File: src/rtl/tt_sweep_checker_pkg.sv
// Shared types and constants for the truth-table sweep checker.
// Holds the sweep FSM state encoding, default MISR constants and the expected-bit indexing helper.
package tt_sweep_pkg;

  typedef enum logic [2:0] {
    S_IDLE,
    S_SETTLE,
    S_SAMPLE,
    S_LOG,
    S_DONE
  } state_e;

  localparam logic [15:0] DEF_SIG_POLY = 16'h1021;
  localparam logic [15:0] DEF_SIG_SEED = 16'hFFFF;

  // LSB position of vector vec's expected response inside the packed truth table.
  function automatic int unsigned exp_lsb(input int unsigned vec, input int unsigned n_out);
    return vec * n_out;
  endfunction

endpackage

File: src/rtl/tt_sweep_checker_misr.sv
// Multiple-input signature register: shift left, fold in POLY when the MSB falls out, XOR in data.
// load has priority over en and restarts the signature from SEED.
module tt_misr
  import tt_sweep_pkg::*;
#(
  parameter int               SIG_W = 16,
  parameter logic [SIG_W-1:0] POLY  = DEF_SIG_POLY,
  parameter logic [SIG_W-1:0] SEED  = DEF_SIG_SEED
) (
  input  logic             clk,
  input  logic             rst,
  input  logic             load,
  input  logic             en,
  input  logic [SIG_W-1:0] data,
  output logic [SIG_W-1:0] sig
);

  logic [SIG_W-1:0] sig_q, sig_d;

  always_comb begin
    // NOTE: every always_comb output gets a default first so no path can infer a latch.
    sig_d = sig_q;
    if (load) begin
      sig_d = SEED;
    end else if (en) begin
      sig_d = {sig_q[SIG_W-2:0], 1'b0} ^ (sig_q[SIG_W-1] ? POLY : '0) ^ data;
    end
  end

  always_ff @(posedge clk) begin
    // NOTE: state flops use non-blocking assignments; reset is synchronous and active-high here.
    if (rst) begin
      sig_q <= '0;
    end else begin
      sig_q <= sig_d;
    end
  end

  assign sig = sig_q;

endmodule

File: config.mk
export PLATFORM = sky130hd
export DESIGN_NAME = tt_misr
export DESIGN_NICKNAME = d
export VERILOG_FILES = /design/src/rtl/tt_sweep_checker_pkg.sv /design/src/rtl/tt_sweep_checker_misr.sv
export SDC_FILE = /design/constraint.sdc
export NUM_CORES = 1
export LEC_CHECK = 0
export ABC_AREA = 1
export BUFFER_PORTS_ARGS = -buffer_cell sky130_fd_sc_hd__buf_2
export CAP_MARGIN = 20
export CORE_AREA = 2 2 48 50
export DETAILED_ROUTE_END_ITERATION = 10
export DIE_AREA = 0 0 50 52
export PLACE_DENSITY = 0.74
export SYNTH_ARGS = -nofsm -noshare
export SYNTH_HDL_FRONTEND = slang
export SYNTH_SLANG_ARGS = --single-unit
File: constraint.sdc
create_clock -name clk -period 0.9 [get_ports clk]
set_input_delay 0.135 -clock clk [delete_from_list [all_inputs] [get_ports clk]]
set_output_delay 0.135 -clock clk [all_outputs]
set_load 0.01 [all_outputs]
==> results summary, run 1 <==
The run finished, with violations left. The checks that failed: setup timing. The worst setup path is captured at a primary output. The number of antenna violations at the first check in global routing came out at 0.

The setup path with the least slack is of type reg2out. Counting both buffers and inverters, the worst setup path holds a total of 2. In this run, post-CTS hold repair placed 0 buffers. The number of placed instances, taps included, is ~160. The first-pass GRT wire length came out at 3222 um. For this design, the slowest cell found on the critical path is sky130_fd_sc_hd__dfxtp_4.

The total number of vias is between 800 and 900. After technology mapping, the gate count stands at 94. The core utilization of the finished layout came out at 61.85%. The number of flops mapped to enable cells by yosys is 0. The startpoint identified for the worst hold timing path is rst. For this run, the leading register cell type out of synthesis is sky130_fd_sc_hd__dfxtp_1. Once layout is complete, the cells apart from fillers number roughly 180. Sequential cells account for between 40% and 50% of the total power. The critical path data required time came out at between 0.7 and 0.8 ns. The floorplan die height came out at between 50 and 60 um. The worst pin sits at a relative slew slack of between 80% and 90%.

The net switching power of the design came out at around 560 uW. The biggest area contributor in the post-synthesis netlist is sky130_fd_sc_hd__dfxtp_1. CTS built an H-tree with a depth of 1. The final setup TNS is -0.1967 ns. The synthesized area came out at roughly 780 um^2.

The master cell of the clock root buffer is sky130_fd_sc_hd__clkbuf_4. The maximum fanout along the worst path is 2. The count of distinct cell types in the synthesized netlist came out at 18.

The number of nets in the synthesized netlist is about 110. The clock net sink count came out at 16. The start of the worst register-to-register path is sig[15]. The global router's overall resource usage came out at 16.62%. The static leakage came out at 0.6179 nW.

The core region area came out at between 2000 and 2500 um^2. The placed cell area is 996.0 um^2. The later pin in the worst-skew pair is clocked with a latency of 0.29 ns. The number of storage elements in the synthesis netlist came out at 16.

The cell that appears most often on the critical path is sky130_fd_sc_hd__buf_6. The combinational fraction of design power is approximately a third. The power per cell area is ~1500 nW/um^2. The placer's final routability congestion estimate is 0.6905. Clock skew on the completed layout was measured at approximately 0.0035 ns.

The overall routed net length is between 2000 and 2500 um. The via density per instance came out at roughly 4.6. In this run the tool buffered the top-level ports with 35 buffer cells. At the pin with the least slew margin, the transition time is 0.2572 ns. The number of nets still failing antenna checks after routing is 0. 36 I/O pins were placed. The first routing iteration left 10 violations. Traced cell by cell, the critical path runs through buf_6 -> buf_6. The min-delay analysis places its worst path in the category in2reg. Across all register-to-register paths, the minimum setup slack is -0.05 ns. Counting instances, the worst hold path has a depth of 2.

Counting instances in the post-synthesis netlist gives the leading cell types as sky130_fd_sc_hd__dfxtp_1, sky130_fd_sc_hd__a21oi_1, sky130_fd_sc_hd__xnor2_1, sky130_fd_sc_hd__nand2_1, sky130_fd_sc_hd__o21ai_2. The count of antenna diodes in the layout is 0. The routed wirelength normalized by instance count came out at between 10 and 15 um. The floorplan row count came out at 17. The area of the die is about 2600 um^2. The number of hold violations in the final report is 0.

Yosys instantiated no cell more often than sky130_fd_sc_hd__dfxtp_1. The category of cells accounting for the largest share of critical-path delay is flip-flops. The depth of the worst register-to-register path is 7. The number of detailed-routing iterations run before antenna repair came out at 2. The fraction of the cycle the final worst path needs came out at 111.5%.

Clock-pin slew was measured on the worst setup and hold paths at about 0.1 ns. The TritonCTS clock tree is done. The worst setup slack after layout came out at -0.1035 ns. The number of warning messages in the yosys log came out at 0.

The maximum cell stage delay along the critical path is around 0.36 ns. The number of CTS-inserted buffers is 3. By area the synthesized netlist is led by sky130_fd_sc_hd__dfxtp_1, sky130_fd_sc_hd__xnor2_1, sky130_fd_sc_hd__o21ai_2. The clock share of power is roughly a quarter. The pin count of the biggest net entering global routing is 16. The buffer levels on the longest clock path came out at 2. The effective utilization at floorplan came out at between 30% and 40%. Cell internal power was estimated by the tool at roughly 1.4 mW. The post-DP HPWL is around 1300 um. The area share of the leading cell type in the synthesized netlist is approximately two fifths. The maximum achievable frequency is 996.6 MHz. The count of pins over their slew limit came to 0.

The endpoint of the worst hold-timing path is sig[9]. Power comes to about 1.9 mW. The maximum vdd ir drop is 0.8437 mV.

The data arrival time of the worst path came out at 0.87 ns. Relative to the synthesized area, the layout overhead comes to 66.03%. After the last flow step, the layout net total stands at roughly 170. In the routed design, unresolved DRC markers number 0. Net switching is between 20% and 30% of the power. Setup repair after global routing could not meet its margin everywhere. The total overflow left after global routing is 0. The worst hold slack after final layout is 0.03161 ns.

The count of final setup violators came out at 6. Of the synthesized area, sequential elements account for 40.83%. The post-layout minimum cycle time is about 1.0 ns. The async set or reset register ratio after synthesis came out at 0%.

The endpoint identified for the worst register-to-register timing path is sig[5]. A synthesized cell averages approximately 8.3 um^2. The number of global-route vias before repair came out at roughly 780. After routing the design area is ~1300 um^2. The number of flip-flops in the largest register came out at 16.

Across the run, the number of max-cap violations was 0. The horizontal extent of the die came out at 50 um. The type of element launching the critical path is a flop. At the placement stage, the worst setup path has a slack of -0.05894 ns. The share of layout cells above drive strength 1 is between 60% and 70%.
## worst max-delay path by stage
stage               to  slack (ns)  depth (start not counted)     from
2_1_floorplan  sig[12]        0.01                          6  sig[15]
3_3_place_gp    sig[5]       -0.02                          6     load
3_5_place_dp    sig[5]       -0.06                          6     load
4_1_cts        sig[15]       -0.11                          2  sig[15]
5_1_grt        sig[15]       -0.12                          2  sig[15]
6_report       sig[15]       -0.10                          2  sig[15]
## worst register-to-register path, stage by stage (launching register included)
cell and delay, ns:
sky130_fd_sc_hd__dfxtp_4 0.36, sky130_fd_sc_hd__buf_6 0.13, sky130_fd_sc_hd__inv_4 0.06, sky130_fd_sc_hd__nand2_1 0.06
sky130_fd_sc_hd__nand3_1 0.06, sky130_fd_sc_hd__nand3_1 0.08, sky130_fd_sc_hd__nand2_1 0.09, sky130_fd_sc_hd__inv_1 0.04
## kinds of logic after synthesis
kind of cell	Yosys count	synth area share, %
AOI/OAI and AO/OA	28	22.65
xor gates and xnor gates	14	15.63
buffers and inverters	13	7.974
DFF	16	40.83
and+or+nand+nor	23	12.92
## timing repair
| action | CTS | global route |
|---|---|---|
| gates resized for setup | 25 | 14 |
| endpoints found under the hold margin | 0 | 0 |
| setup endpoints to repair | 17 | 18 |
| buffers inserted | 18 | 0 |
| pin swaps | 2 | 5 |
## final cells by class
class / instances / area, um^2
Fill cell: 176 / 803.3
Timing Repair Buffer: 57 / 429.2
Multi-Input combinational cell: 65 / 420.4
Sequential cell: 16 / 345.3
Clock buffer: 4 / 36.28
Inverter: 9 / 36.28
Tap cell: 28 / 35.03
## placed cells by master, fill, tap and decap left out
cell                        n
sky130_fd_sc_hd__inv_4      1
sky130_fd_sc_hd__buf_4     20
sky130_fd_sc_hd__clkinv_1   1
sky130_fd_sc_hd__xnor2_2    1
sky130_fd_sc_hd__buf_6     15
sky130_fd_sc_hd__nand2_1   11
sky130_fd_sc_hd__xnor2_1   12
sky130_fd_sc_hd__o21ai_2   11
sky130_fd_sc_hd__buf_2     22
sky130_fd_sc_hd__xor2_1     1
sky130_fd_sc_hd__a21oi_1   13
sky130_fd_sc_hd__clkbuf_8   1
sky130_fd_sc_hd__nand3_1    6
sky130_fd_sc_hd__nor2_2     1
sky130_fd_sc_hd__nor2_1     4
sky130_fd_sc_hd__a21oi_2    2
sky130_fd_sc_hd__dfxtp_4    2
sky130_fd_sc_hd__or2_4      1
sky130_fd_sc_hd__inv_1      7
sky130_fd_sc_hd__o21ai_1    2
sky130_fd_sc_hd__dfxtp_2   14
sky130_fd_sc_hd__clkbuf_4   3
## routing by layer
metal  up-vias  global-route usage, %  part of all wire (%)
met5         -                      0                     0
met4         0                  12.50                   2.2
met3         4                 0.8621                   2.3
met1       387                  20.56                    43
met2        23                  27.19                    52
li1        417                      -                     -
## power groups by stage
stage | Combinational, mW | Sequential, mW | Clock, mW
floorplan | 0.218 | 0.881 | 0
global placement | 0.378 | 0.857 | 0
detailed placement | 0.388 | 0.860 | 0
CTS | 0.557 | 0.819 | 0.495
global route | 0.675 | 0.839 | 0.506
finish | 0.617 | 0.830 | 0.488
No activity file was read; power rests on OpenSTA's default activity.
==> run 2: changes to the inputs <==
Settings changed: CORE_AREA 2 2 48 50 to 2 2 47 49, CTS_BUF_LIST set to sky130_fd_sc_hd__clkbuf_4 sky130_fd_sc_hd__clkbuf_8, DIE_AREA 0 0 50 52 to 0 0 49 51, PLACE_DENSITY 0.74 to 0.76.
==> results summary, run 2 (synthesized netlist as in run 1, its figures left out) <==
The worst setup timing slack at the placement stage is -0.05271 ns (+0.006228 ns). The worst-case register-to-register setup slack is 0 ns (+0.05 ns). The maximum fanout along the worst path came out at 2 (unchanged). The power per cell area is 1409 nW/um^2 (-5.1%). The routed wirelength normalized by instance count came out at 11.64 um (-0.76%). The fraction of the cycle the final worst path needs is 106.5% (-5.0 points). The transition time of the tightest slew-check pin came to 0.2710 ns (+0.01383 ns). The number of flip-flops in the largest register was 16 (unchanged). The first-pass GRT wire length came out at 2973 um (-7.7%). The placed cell area came out at 1016 um^2 (+2.0%). The pin count of the biggest net entering global routing is 16 (unchanged). The final total power is 1.811 mW (-6.4%). The final-stage net count is 173 (+0.58%). The global router's overall resource usage came out at 15.34% (-1.3 points). The static leakage was 0.6134 nW (-0.73%). The count of antenna diodes in the layout is 0 (unchanged). The maximum vdd ir drop came out at 1.265 mV (+50%). The type of element launching the critical path is a flop. The clock latency on the worst-skew pair came to 0.29 ns (about the same). The area growth from synthesis to final layout is 63.80%. The share of layout cells above drive strength 1 is 65.56% (+3.3 points).

The number of nets still failing antenna checks after routing is 0 (unchanged). The overall routed net length came out at 2083 um (-0.76%). STA classifies the critical path endpoint as a primary output. The clock share of power came out at 20.6% (-4.6 points).

The number of DRC markers in iteration 0 is 10 (unchanged). The worst clock skew came out at 0.007830 ns (+0.004286 ns). The number of antenna violations at the first check in global routing is 0 (unchanged).

The post-layout minimum cycle time came out at 0.9581 ns (-0.04533 ns). The core utilization of the finished layout came to 62.28% (+0.43 points). The net switching power of the design came out at 538.5 uW (-3.3%). The final setup TNS came out at -0.08818 ns (+0.1085 ns). The flow ran to the end, but the final reports show violations.

Setup repair after global routing could not meet its margin everywhere. The share of power burned in registers came to 45.9% (+3.0 points). The floorplan die height came out at 51 um (-1.9%).

The H-tree depth reported by CTS came out at 1 (unchanged). The switching portion of total power is 29.73% (+0.94 points). The number of design rule violations left after detail routing came out at 0 (unchanged). The kind of critical path is reg2out.

The number of port buffers was 35 (unchanged). The count of pins over their slew limit came out at 0 (unchanged). The tightest min-delay check is of the in2reg type. The core region area is 2063 um^2 (-2.0%).

Leaving out fill and tap cells, the most frequent cells in the layout are sky130_fd_sc_hd__buf_2, sky130_fd_sc_hd__buf_4, sky130_fd_sc_hd__a21oi_1, sky130_fd_sc_hd__dfxtp_2, sky130_fd_sc_hd__xnor2_1. The worst hold slack after final layout came out at 0.03564 ns (+0.004035 ns). The buffer levels on the longest clock path came out at 2 (unchanged). The post-route cell area came out at 1285 um^2 (-1.3%). The clock net sink count came to 16 (unchanged). The number of hold violations in the final report is 0 (unchanged).

The normalized max-slew margin is 81.91% (-0.92 points). TritonCTS built the clock tree. The internal power summed over all cells is 1.273 mW (-7.7%). The effective utilization at floorplan was 38.02% (+0.77 points). The placer's final routability congestion estimate came out at 0.6778 (-1.8%). The total congestion overflow after global routing came out at 0 (unchanged). The combinational fraction of design power came to 33.5% (+1.6 points). The number of CTS-inserted buffers is 3 (unchanged). The critical path data required time came to 0.76 ns (about the same).

The root buffer cell chosen for the clock tree is sky130_fd_sc_hd__clkbuf_4. The filler-free cell count of the finished design came out at 179 (unchanged). The post-DP HPWL came out at 1289 um (-0.14%). The maximum achievable frequency is 1044 MHz (+4.7%).

The number of global-route vias before repair came out at 723 (-7.1%). The worst setup slack after layout came to -0.05813 ns (+0.04533 ns). The number of placed instances, taps included came out at 158 (+0.64%). The number of detailed-routing iterations run before antenna repair is 4 (+2). The total number of vias is 820 (-1.3%).

The number of max-cap violations came to 0 (unchanged). The floorplan row count came out at 17 (unchanged). The count of boundary I/O pins came to 36 (unchanged). The area of the die came out at 2499 um^2 (-3.9%). The register clock-pin slew on the reported worst setup and hold paths came to 0.09 ns (about the same). The final reports fail on setup timing. The count of filler cells inserted in the layout is 190 (+8.0%). The horizontal extent of the die is 49 um (-2.0%). The via density per instance was 4.581 (-1.3%).

The count of final setup violators came out at 3 (-3). The data arrival time of the worst path is 0.82 ns (-0.05 ns). The most common cell after layout, fill and taps aside is sky130_fd_sc_hd__buf_2.
-- run 2: changes by cell type in the layout (fill, tap and decap cells not counted), sizes merged --
cell	change
buf	+1
clkbuf	-1
-- run 2: worst max-delay path, cell delays in order, from the launching register on --
cell	delay [ns]
sky130_fd_sc_hd__dfxtp_2	0.33
sky130_fd_sc_hd__buf_6	0.11
sky130_fd_sc_hd__buf_6	0.11
-- run 2: power by group through the flow --
stage	Clock (mW)	Combinational, mW	Sequential [mW]
after global placement	0	0.390	0.857
after global routing	0.395	0.661	0.838
after detailed placement	0	0.401	0.860
after floorplan	0	0.218	0.881
final	0.374	0.606	0.832
after CTS	0.376	0.539	0.826
-- run 2: layer usage --
metal  vias up  GRT usage (%)  wire length (um)  part of all wire (%)
met5         -              0                 0                     0
met4         0          7.143                23                   1.1
met3         2          2.047               114                   5.5
met2        31          24.66              1076                    52
met1       366          20.47               869                    42
li1        421              -                 -                     -
-- run 2: timing repair --
item	in CTS	in global routing
pin swaps	1	7
setup endpoints to repair	18	10
gates resized for setup	23	14
hold endpoints to repair	0	0
setup buffers	15	3
hold buffers	0	0
-- run 2: layout make-up --
class / count / area [um^2] / area share [%]
timing repair buffer: 58 / 409.1 / 31.84
tap: 28 / 35.03 / 2.726
sequential: 16 / 345.3 / 26.87
inverter: 9 / 36.28 / 2.824
multi-input combinational: 65 / 436.7 / 33.98
clock buffer: 3 / 22.52 / 1.753
-- run 2: final timing paths --
check	endpoint	depth (start not counted)	startpoint
max reg2reg	sig[5]	7	sig[4]
min	sig[9]	2	rst
max	sig[4]	2	sig[4]
min reg2reg	sig[10]	3	sig[9]
==> run 3: changes to the inputs <==
Settings changed: CELL_PAD_IN_SITES_DETAIL_PLACEMENT set to 1, CELL_PAD_IN_SITES_GLOBAL_PLACEMENT set to 1, CORE_AREA 2 2 47 49 to 2 2 55 57, DIE_AREA 0 0 49 51 to 0 0 57 59, PLACE_DENSITY 0.76 to 0.77.
==> results summary, run 3 (synthesized netlist as in run 1, its figures left out) <==
The count of boundary I/O pins came out at 36 (unchanged). The master cell of the clock root buffer is sky130_fd_sc_hd__clkbuf_4. The combinational fraction of design power was 32.4% (-1.1 points). The number of buffers and inverters on the critical path came out at 2 (unchanged). Setup repair after global routing could not meet its margin everywhere.

The filler-free cell count of the finished design came to 180 (+0.56%). The critical path is of the reg2out type. The number of max-cap violations is 0 (unchanged).

TritonCTS built the clock tree. The pin count of the biggest net entering global routing is 16 (unchanged). The post-DP HPWL came out at 1666 um (+29%). The type of destination of the critical path is a primary output. The overall routed net length came out at 2640 um (+27%). The power per cell area is 1477 nW/um^2 (+4.8%). The class of the worst hold path is in2reg. The count of final setup violators is 4 (+1).

The maximum achievable frequency is 1008 MHz (-3.5%). The effective utilization at floorplan is 28.95% (-9.1 points). The floorplan die height is 59 um (+16%).

The maximum vdd ir drop came out at 1.224 mV (-3.3%). The number of CTS-inserted buffers was 3 (unchanged). The worst setup slack after layout came out at -0.09250 ns (-0.03437 ns). The top cell types in the final layout, fill and taps aside, are sky130_fd_sc_hd__buf_2, sky130_fd_sc_hd__buf_6, sky130_fd_sc_hd__buf_4.

The normalized max-slew margin is 83.19% (+1.3 points). The area of the die is 3363 um^2 (+35%). The net switching power of the design came to 599.2 uW (+11%). The register clock-pin slew on the reported worst setup and hold paths came out at 0.10 ns (about the same).

The critical path data required time came out at 0.76 ns (about the same). The floorplan row count is 19 (+2). The checks that failed: setup timing. The maximum cell stage delay along the critical path came out at 0.34 ns (about the same). In this run the top signal layer used is met4.

The H-tree depth reported by CTS is 1 (unchanged). The horizontal extent of the die is 57 um (+16%). The routed wirelength normalized by instance count is 14.67 um (+26%). The signal on the critical path passes through buf_6 -> buf_6.

The placer's final routability congestion estimate is 0.7276 (+7.3%). The static leakage is 0.6222 nW (+1.4%). The global router's overall resource usage is 15.68% (+0.33 points). The count of antenna diodes in the layout is 0 (unchanged). The number of port buffers was 35 (unchanged). The final setup TNS is -0.1861 ns (-0.09792 ns). The first-pass GRT wire length came out at 4036 um (+36%). The number of detailed-routing iterations run before antenna repair came out at 3 (-1). The total congestion overflow after global routing came out at 0 (unchanged).

The clock latency on the worst-skew pair came out at 0.30 ns (about the same). The wire length on met1 came out at 1066 um (+23%). The number of placed instances, taps included is 161 (+1.9%). The most common cell after layout, fill and taps aside is sky130_fd_sc_hd__buf_2. Compared with the post-synthesis result, the final layout area differs by 72.09%. The number of antenna violations at the first check in global routing is 0 (unchanged). The internal power summed over all cells came to 1.395 mW (+9.6%).

The transition time of the tightest slew-check pin is 0.2521 ns (-0.01892 ns). Among cell families on the critical path, the largest total delay comes from flip-flops. The worst clock skew was 0.005761 ns (-0.002069 ns). The most numerous cell type found on the critical path is sky130_fd_sc_hd__buf_6. The number of DRC markers in iteration 0 is 2 (-8). The data arrival time of the worst path was 0.86 ns (+0.04 ns).

The number of flip-flops in the largest register is 16 (unchanged). The number of global-route vias before repair is 873 (+21%). Among all stages on the critical path, the largest delay is contributed by sky130_fd_sc_hd__dfxtp_2. The number of hold violations in the final report was 0 (unchanged).

The post-layout minimum cycle time is 0.9925 ns (+0.03437 ns). The share of power burned in registers came out at 42.5% (-3.4 points). The buffer levels on the longest clock path came out at 2 (unchanged).

The number of nets still failing antenna checks after routing is 0 (unchanged). The maximum fanout along the worst path is 2 (unchanged). The fraction of the cycle the final worst path needs is 110.3% (+3.8 points). The total number of vias is 858 (+4.6%). The worst setup timing slack at the placement stage was -0.08496 ns (-0.03225 ns). The clock share of power was 25.1% (+4.5 points). The share of layout cells above drive strength 1 came out at 66.44% (+0.88 points).

The number of design rule violations left after detail routing came to 0 (unchanged). The flow ran to the end, but the final reports show violations. The met3 wire length is 114 um (unchanged). The met2 routed wirelength came to 1397 um (+30%). The clock net sink count is 16 (unchanged). The core region area is 2710 um^2 (+31%). The via density per instance is 4.767 (+4.1%). The final-stage net count came out at 170 (-1.7%).

STA classifies the critical path startpoint as a flop. The count of pins over their slew limit is 0 (unchanged). The switching portion of total power came to 30.04% (+0.31 points).
## run 3: worst paths after layout
check	startpoint	end	slack [ns]	cells past startpoint
worst max-delay path	sig[4]	sig[4]	-0.09	2
worst min-delay path	rst	sig[9]	0.06	2
worst max register to register	sig[4]	sig[5]	0.01	7
worst min register to register	sig[11]	sig[11]	0.58	2
## run 3: timing repair
item	in CTS	in global routing
buffers inserted	15	0
hold buffers	0	0
gates cloned	0	0
hold endpoints to repair	0	0
pin swaps	2	7
endpoints found under the setup margin	19	21
gates resized for setup	24	24
## run 3: cell type report
class / count / area, um^2
clock buffer: 4 / 36.28
inverter: 9 / 38.79
sequential: 16 / 345.3
timing repair buffer: 55 / 454.2
fill: 332 / 1360
tap: 31 / 38.79
multi-input combinational: 65 / 436.7
## run 3: stage by stage
step	power (mW)	hold slack, ns	area (um^2)	util (%)
after floorplan	1.099	0.2041	790.8	-
after global placement	1.261	0.3624	1032	38.09
after detailed placement	1.282	0.3730	1032	38.09
after CTS	1.888	0.05439	1235	45.57
after global routing	2.093	0.05444	1350	49.82
final	1.995	0.05886	1350	49.82
## run 3: layer usage
layer,track usage [%],vias to the layer above
li1,-,420
met1,18.02,407
met2,29.39,26
met3,1.528,5
met4,6.977,0
met5,0,-
## run 3: power groups by stage
stage / registers (mW) / logic (mW) / clock network (mW)
3_3_place_gp: 0.859 / 0.401 / 0
4_1_cts: 0.831 / 0.564 / 0.493
5_1_grt: 0.857 / 0.697 / 0.539
2_1_floorplan: 0.881 / 0.218 / 0
6_report: 0.848 / 0.646 / 0.500
3_5_place_dp: 0.863 / 0.419 / 0
## run 3: worst register-to-register path: stages, from the launching register on
cell and delay [ns]:
sky130_fd_sc_hd__dfxtp_2 0.34, sky130_fd_sc_hd__buf_4 0.14, sky130_fd_sc_hd__inv_4 0.05, sky130_fd_sc_hd__nand2_2 0.04
sky130_fd_sc_hd__nand3_2 0.06, sky130_fd_sc_hd__nand3_2 0.07, sky130_fd_sc_hd__nand2_1 0.06, sky130_fd_sc_hd__inv_1 0.03
